**src/rtl/codificador_pkg.sv**
```systemverilog
`default_nettype none
// ============================================================================
// Module      : codificador_pkg
// Description : Shared constants, state encoding and the select-to-one-hot
//               helper for the 16:1 event encoder.
// Revision    : 1.0 - initial release
// ============================================================================
package codificador_pkg;

  localparam int N_CH  = 16;
  localparam int SEL_W = 4;

  typedef enum logic [1:0] {
    IDLE     = 2'd0,
    GRANT    = 2'd1,
    GAP_WAIT = 2'd2
  } state_t;

  // The same 4-to-16 decode the demux uses, reused here to clear the
  // pending bit of the accepted channel.
  function automatic logic [N_CH-1:0] onehot(input logic [SEL_W-1:0] sel);
    logic [N_CH-1:0] dec;
    dec      = '0;
    dec[sel] = 1'b1;
    return dec;
  endfunction

endpackage
`default_nettype wire

```
**src/rtl/modulo_rr_arbitro16.sv**
```systemverilog
`default_nettype none
// ============================================================================
// Module      : modulo_rr_arbitro16
// Description : Combinational 16-way arbiter. Round-robin from last+1 with
//               wrap, or fixed lowest-index priority when prio_low is set.
// Ports       : req      - request mask
//               last     - channel granted most recently
//               prio_low - 1 selects fixed priority, lowest index wins
//               idx      - winning channel
//               found    - any request present
// Revision    : 1.0 - initial release
// ============================================================================
module modulo_rr_arbitro16
  import codificador_pkg::*;
(
  input  logic [N_CH-1:0]  req,
  input  logic [SEL_W-1:0] last,
  input  logic             prio_low,
  output logic [SEL_W-1:0] idx,
  output logic             found
);

  logic [N_CH-1:0] hi_mask;
  logic [N_CH-1:0] upper;
  logic [N_CH-1:0] search;

  always_comb begin
    // Channels strictly after the last winner get first look; if none of
    // them requests, the search wraps to the full mask, whose lowest set bit
    // is then the first one at or after channel 0.
    for (int i = 0; i < N_CH; i++) begin
      hi_mask[i] = (SEL_W'(i) > last);
    end
    upper  = req & hi_mask;
    search = (prio_low || (upper == '0)) ? req : upper;

    idx = '0;
    for (int i = N_CH - 1; i >= 0; i--) begin
      if (search[i]) begin
        idx = SEL_W'(i);
      end
    end
  end

  assign found = |req;

endmodule
`default_nettype wire

```
**src/rtl/modulo_codificador16_1.sv**
```systemverilog
`default_nettype none
// ============================================================================
// Module      : modulo_codificador16_1
// Description : 16:1 event encoder. Rising edges on D become pending events;
//               pending events are serialized as a 4-bit code S with a
//               valid strobe E and a valid/ack handshake.
// Parameters  : GAP      - idle clocks after each accept (0..15)
//               PRIO_LOW - 0 round-robin, 1 fixed lowest-index priority
// Ports       : clk, rst_n (async, active-low)
//               D        - request lines, rising edge = one event
//               ACK      - consumer accepts S when ACK and E are both high
//               OVF_CLR  - synchronous clear of OVF
//               S, E     - grant code and grant valid
//               PEND     - registered pending-event mask
//               OVF      - sticky lost-event flag
// Revision    : 1.0 - initial release
// ============================================================================
module modulo_codificador16_1
  import codificador_pkg::*;
#(
  parameter int GAP      = 0,
  parameter bit PRIO_LOW = 1'b0
) (
  input  logic             clk,
  input  logic             rst_n,
  input  logic [N_CH-1:0]  D,
  input  logic             ACK,
  input  logic             OVF_CLR,
  output logic [SEL_W-1:0] S,
  output logic             E,
  output logic [N_CH-1:0]  PEND,
  output logic             OVF
);

  localparam logic [3:0] GAP_LAST = 4'(GAP - 1);

  state_t           state, state_nxt;
  logic [N_CH-1:0]  d_q;
  logic [N_CH-1:0]  rise;
  logic [N_CH-1:0]  clr;
  logic             accept;
  logic             ovf_evt;
  logic [SEL_W-1:0] last, last_nxt;
  logic [SEL_W-1:0] s_nxt;
  logic             e_nxt;
  logic [3:0]       gap_cnt, gap_nxt;
  logic [SEL_W-1:0] arb_idx;
  logic             arb_found;

  modulo_rr_arbitro16 u_arbitro (
    .req      (PEND),
    .last     (last),
    .prio_low (PRIO_LOW),
    .idx      (arb_idx),
    .found    (arb_found)
  );

  // E is only high in GRANT, so ACK outside a grant has no effect.
  assign accept  = E && ACK;
  assign rise    = D & ~d_q;
  assign clr     = accept ? onehot(S) : '0;
  // A rise on a channel being cleared on the same edge is a fresh event,
  // not a lost one.
  assign ovf_evt = |(rise & PEND & ~clr);

  always_comb begin
    state_nxt = state;
    s_nxt     = S;
    e_nxt     = E;
    last_nxt  = last;
    gap_nxt   = gap_cnt;
    case (state)
      IDLE: begin
        e_nxt = 1'b0;
        if (arb_found) begin
          s_nxt     = arb_idx;
          e_nxt     = 1'b1;
          state_nxt = GRANT;
        end
      end
      GRANT: begin
        // S is frozen until accepted; no re-arbitration here.
        if (ACK) begin
          last_nxt = S;
          e_nxt    = 1'b0;
          gap_nxt  = '0;
          if (GAP > 0) begin
            state_nxt = GAP_WAIT;
          end else begin
            state_nxt = IDLE;
          end
        end
      end
      GAP_WAIT: begin
        e_nxt   = 1'b0;
        gap_nxt = gap_cnt + 4'd1;
        if (gap_cnt == GAP_LAST) begin
          state_nxt = IDLE;
        end
      end
      default: begin
        e_nxt     = 1'b0;
        state_nxt = IDLE;
      end
    endcase
  end

  always_ff @(posedge clk or negedge rst_n) begin
    if (!rst_n) begin
      state   <= IDLE;
      S       <= '0;
      E       <= 1'b0;
      last    <= 4'd15;
      gap_cnt <= '0;
      d_q     <= '0;
      PEND    <= '0;
      OVF     <= 1'b0;
    end else begin
      state   <= state_nxt;
      S       <= s_nxt;
      E       <= e_nxt;
      last    <= last_nxt;
      gap_cnt <= gap_nxt;
      d_q     <= D;
      PEND    <= (PEND & ~clr) | rise;
      if (ovf_evt) begin
        OVF <= 1'b1;
      end else if (OVF_CLR) begin
        OVF <= 1'b0;
      end
    end
  end

endmodule
`default_nettype wire

```
**config.mk**
```make
export PLATFORM = sky130hd
export DESIGN_NAME = modulo_codificador16_1
export DESIGN_NICKNAME = d
export VERILOG_FILES = /design/src/rtl/codificador_pkg.sv /design/src/rtl/modulo_rr_arbitro16.sv /design/src/rtl/modulo_codificador16_1.sv
export SDC_FILE = /design/constraint.sdc
export NUM_CORES = 1
export LEC_CHECK = 0
export BUFFER_PORTS_ARGS = -buffer_cell sky130_fd_sc_hd__buf_4
export CORE_ASPECT_RATIO = 0.6
export CORE_MARGIN = 8
export CORE_UTILIZATION = 43
export CTS_CLUSTER_SIZE = 24
export DETAILED_ROUTE_END_ITERATION = 7
export PLACE_DENSITY = 0.65
export SLEW_MARGIN = 5
export SYNTH_ARGS = -nofsm -noshare
export SYNTH_HDL_FRONTEND = slang
export SYNTH_SLANG_ARGS = --single-unit
```
**constraint.sdc**
```tcl
create_clock -name clk -period 7.2 [get_ports clk]
set_clock_uncertainty 0.1 [all_clocks]
set_input_delay 0.36 -clock clk [delete_from_list [all_inputs] [get_ports clk]]
set_output_delay 0.36 -clock clk [all_outputs]
set_load 0.005 [all_outputs]
```
; ---- Word level (Yosys, flattened, before mapping)
; Index checks and enable logic that the tools add are counted.
[word_totals]
register_bits = 48
out_inout_bits = 22
word_cells = 84
[op_classes]
addsub = 1
order_cmp = 18
eq_ne = 6
n_mux = 31
bitwise_logic = 8
n_reduce_logical = 12
[op_table]
columns = op, count
row1 = AND 16 bit, 5
row2 = two-way mux 4 bit, 17
row3 = > comparator 4 bit (first input constant), 8
row4 = two-way mux 16 bit, 2
row5 = NOT 16 bit, 2
row6 = OR reduction 16 bit, 2
row7 = > comparator 3 x 4 -> 1 bit (first input constant), 4
row8 = logical NOT 16 bit, 1
row9 = bitwise OR 16 bit, 1
row10 = > comparator 1 x 4 -> 1 bit (first input constant), 2
row11 = > comparator 2 x 4 -> 1 bit (first input constant), 2
row12 = one-hot mux 4 bit (2 select lines), 1
row13 = two-way mux 2 bit, 3
row14 = != test 2 bit (second input constant), 3
row15 = one-hot mux 2 bit (3 select lines), 1
row16 = AND reduction 2 bit, 3
row17 = < comparator 4 x 5 -> 1 bit (second input constant), 1
row18 = two-way mux 1 bit, 5
row19 = adder 4 x 1 -> 4 bit (second input constant), 1
row20 = demux 1 bit (select 4 bit), 1
row21 = equality test 4 bit (second input constant), 1
row22 = >= comparator 4 x 1 -> 1 bit (second input constant), 1
row23 = nonzero test 2 bit, 2
row24 = AND reduction 3 bit, 1
row25 = 5 further kinds, 6

; ---- Longest topological paths before layout
[depth]
depth_word = 20
depth_mapped = 10
mapped_depth_nobuf = 7

; ---- Cells and area by module
; Synthesis repeated with hierarchy kept, for this count alone.
[unflattened]
cells_unflattened = 280
area_unflattened_um2 = 2526.2
[by_module_without_submodules]
columns = module, instances, cells_each, area_per_inst_um2, seq_area_each_um2
row1 = modulo_codificador16_1, 1, 153, 1775.5, 1081.0
row2 = modulo_rr_arbitro16, 1, 127, 750.7, 0.0

; ---- Worst setup path before layout
; Ideal clock, no wire load.
[synth_path]
kind = flip-flop to flip-flop
startpoint = register last[1]
endpoint = register S[0]
arrival_ns = 2.120
path_slack_ns = 4.845
stages_incl_launch_ff = 11
path_buffers = 3
synth_period_minus_slack_ns = 2.355
path_cell_list = dfstp_2 buf_2 buf_2 nand3_1 nand2_1 nand4_1 clkbuf_1 nor4_1 o2bb2ai_1 a2111oi_0 nor3_1
[synth_between]
elab_chain_len = 20
[synth_rtl]
columns = item, line_no
row1 = from (decl), modulo_codificador16_1.sv:43  ; logic [SEL_W-1:0] last, last_nxt;
row2 = from (signal assigned), modulo_codificador16_1.sv:122  ; last <= last_nxt;
row3 = "> comparator 1 x 4 -> 1 bit, or another cell as far along", modulo_rr_arbitro16.sv:32  ; hi_mask[i] = (SEL_W'(i) > last);
row4 = AND 16 bit *, modulo_rr_arbitro16.sv:34  ; upper = req & hi_mask;
row5 = logical NOT 16 bit, modulo_rr_arbitro16.sv:35  ; search = (prio_low || (upper == '0)) ? req : upper;
row6 = two-way mux 16 bit *, modulo_rr_arbitro16.sv:35
row7 = two-way mux 4 bit (15 in a row), modulo_rr_arbitro16.sv:39  ; if (search[i]) begin
row8 = two-way mux 4 bit *, modulo_rr_arbitro16.sv:39
row9 = to (signal assigned), modulo_codificador16_1.sv:120  ; S <= s_nxt;
row10 = to (decl), modulo_codificador16_1.sv:29  ; output logic [SEL_W-1:0] S,
; Every way passes the cells marked *; elsewhere a longest branch is shown, timed or not.
; A chain may end at the register's enable or synchronous reset.

; ---- Final worst setup path
; Same ends and word-level chain as after synthesis.

==> impl_metrics.json <==
{
  "cap_viol_max_count": 0,
  "whs_ps": 69.2,
  "start_util_pct": 45.1,
  "core-area_um2": 5130,
  "syn-num-nets": 281,
  "path_class": "reg -> reg",
  "final_common_cell": "buf_4",
  "worstPathArrival_ps": 2900,
  "register_area_um2": 1080,
  "synth_area_per_cell_um2": 8.87,
  "max-slew-margin-rel_pct": 42.1,
  "dp_cells": 359,
  "synth_top_cell_area_share_pct": 42.2,
  "finalSetupViolCount": 0,
  "fin_nets": 321,
  "rsz0062_at_grt": "no",
  "gp_congestion": 0.931,
  "cp-end-kind": "register",
  "die_area_um2": 8060,
  "wire_per_inst_um": 19.2,
  "r2r_cells": 7,
  "netlist_area_um2": 2310,
  "htreeDepth": 2,
  "cts_root_buffer": "clkbuf_8",
  "worstHoldPathCells": 1,
  "antenna_found_initial": 0,
  "finalPower_w": 0.000738,
  "netlist_instances": 261,
  "clk_path_buf_depth": 2,
  "drive_gt1_share_pct": 20.9,
  "drt-pass1-iter-count": 6,
  "p_per_area_nw_per_um2": 267,
  "path_clk_slew_ps": 80,
  "diodes": 0,
  "synth_area_leaders": "dfrtp_1 (42%), o21ai_0 (8.4%), dfstp_2 (4.5%), nand2_1 (4.1%), inv_1 (3.4%)",
  "hold_path_end": "d_q[12]$_DFF_PN0_",
  "syn_to_final_growth_pct": 19.7,
  "synthFlopType": "dfrtp_1",
  "period_share_pct": 39.4,
  "layout_common_cells": "buf_4 (41), dfrtp_1 (39), o21ai_0 (39)",
  "drt_wl_total_um": 7060,
  "ant_nets": 0,
  "clk_latency_ps": 300,
  "vdd_drop_max_uv": 121,
  "n_fill_cell": 480,
  "hold_path_class": "in -> reg",
  "cts_tree": "done",
  "grt_usage_pct": 18.0,
  "grt_max_degree": 44,
  "fin_area_um2": 2770,
  "drcViolationCount": 0,
  "r2r-start": "last[1]$_DFFE_PN1P_",
  "p_leak_nw": 1.13,
  "period_needed_ps": 2840,
  "port_buffers": 41,
  "synth_warnings": 0,
  "io_pins": 42,
  "hpwl_um": 5330,
  "drt_iter0_markers": 141,
  "fin_cells": 368,
  "row_count": 20,
  "synth-seq-cells": 43,
  "r2r-end": "S[0]$_DFFE_PN0P_",
  "rrSetupSlack_ps": 4360,
  "slew_violations": 0,
  "min_from": "D[12]",
  "cp_max_fo": 17,
  "fmax_ghz": 0.353,
  "die_w_um": 111,
  "hold_viol_final": 0,
  "die_h_um": 72.8,
  "ys_async_sr_fraction_pct": 100,
  "synth_edf_count": 0,
  "cts_made_buffers": 5,
  "clock_sinks": 43,
  "synth-seq-area-share_pct": 46.7,
  "synth_top_cell_by_area": "dfrtp_1",
  "worst_pin_slew_ps": 858,
  "multiInputGateArea_um2": 1110,
  "cp-start-kind": "register",
  "grt-ovfl-total": 0,
  "finalSetupTns_ps": 0,
  "cp.required_ps": 7270,
  "status": "complete, no violations",
  "viasPerCell": 5.94,
  "post_dp_cell_area_um2": 2660,
  "ys_types": 51,
  "via_count": 2185,
  "grt_pass1_vias": 2131,
  "grt_pass1_wl_um": 11500
}
==> how the worst max path moves through the flow <==
stage                              startpoint          endpoint  slack (ps)
after global routing      last[2]$_DFFE_PN1P_  S[0]$_DFFE_PN0P_        4110
after floorplan           last[1]$_DFFE_PN1P_  S[0]$_DFFE_PN0P_        4850
final                     last[1]$_DFFE_PN1P_  S[0]$_DFFE_PN0P_        4360
after detailed placement  last[1]$_DFFE_PN1P_  S[0]$_DFFE_PN0P_        4440
after global placement    last[1]$_DFFE_PN1P_  S[0]$_DFFE_PN0P_        4380
after CTS                 last[1]$_DFFE_PN1P_  S[0]$_DFFE_PN0P_        4420
==> per-layer routing <==
layer / vias to the layer above / wire length, um / global-route usage (%)
met2: 122 / 2990 / 25.7
met4: 0 / 57 / 5.65
met5: - / 0 / 0
li1: 1040 / - / -
met3: 8 / 663 / 5.67
met1: 1015 / 3350 / 25.1
==> power by group <==
group          internal, W  leakage, nW  switching, W
clock network    0.0000784       0.0516     0.0000855
registers         0.000279        0.453     0.0000796
logic            0.0000955        0.625      0.000121
==> area by class of cell <==
| type | instances | area share (%) |
|---|---|---|
| Clock inverter | 2 | 0.497 |
| Clock buffer | 6 | 2.98 |
| Multi-Input combinational cell | 187 | 40.1 |
| Timing Repair Buffer | 42 | 11.5 |
| Inverter | 22 | 2.98 |
| Tap cell | 66 | 2.98 |
| Sequential cell | 43 | 39.0 |
==> per-stage QoR <==
step	utilization [%]	worst slack [ps]
2_1_floorplan	-	4850
3_3_place_gp	51.9	4380
3_5_place_dp	51.9	4440
4_1_cts	54.0	4420
5_1_grt	54.0	4110
6_report	54.0	4360
==> what timing repair did <==
action | CTS | global route
endpoints found under the hold margin | 39 | 0
hold buffers | 1 | 0
gates resized for setup | 0 | 0
setup buffers | 0 | 0
==> cells in the mapped netlist (2+ instances only) <==
library cell  instances
or3_1                 5
nor4_1                6
a41oi_1               2
a21oi_1               6
o32ai_1               3
o2111ai_1             2
or3_4                 2
o22ai_1               4
or2_2                 4
dfstp_2               4
a31oi_1               4
nand3_1               7
o211ai_1              2
nor2_1               11
nor2b_1               5
o21a_1                4
dfrtp_1              39
o21bai_1              3
clkbuf_1              2
a311oi_1              2
nor3_1               15
nand2_1              25
a2111oi_0             2
nand2b_1              9
inv_1                21
nand4_1               4
buf_2                 6
o21ai_0              39
==> cells by family (layout without fill, tap and decap cells) <==
kind of cell / after synthesis / after routing / synth area share [%]
mux: 2 / 2 / 0.919
buf+inv: 31 / 72 / 5.35
flops: 43 / 43 / 46.7
compound gates: 85 / 85 / 23.7
simple gates: 100 / 100 / 23.3
==> critical path, cell delays in order (launching register included) <==
cell and delay, ps:
dfstp_2 750, a21oi_1 130, a21oi_1 160, nand4_1 410
o21ai_0 400, o21ai_0 130, a2111oi_0 540, nor3_1 90
==> flip-flops by register name, indices dropped and copies added, names as in the netlist <==
| register | cells |
|---|---|
| state | 1 |
| PEND | 16 |
| OVF | 1 |
| E | 1 |
| S | 4 |
| d_q | 16 |
| last | 4 |
Power figures use the tool's default switching activity.
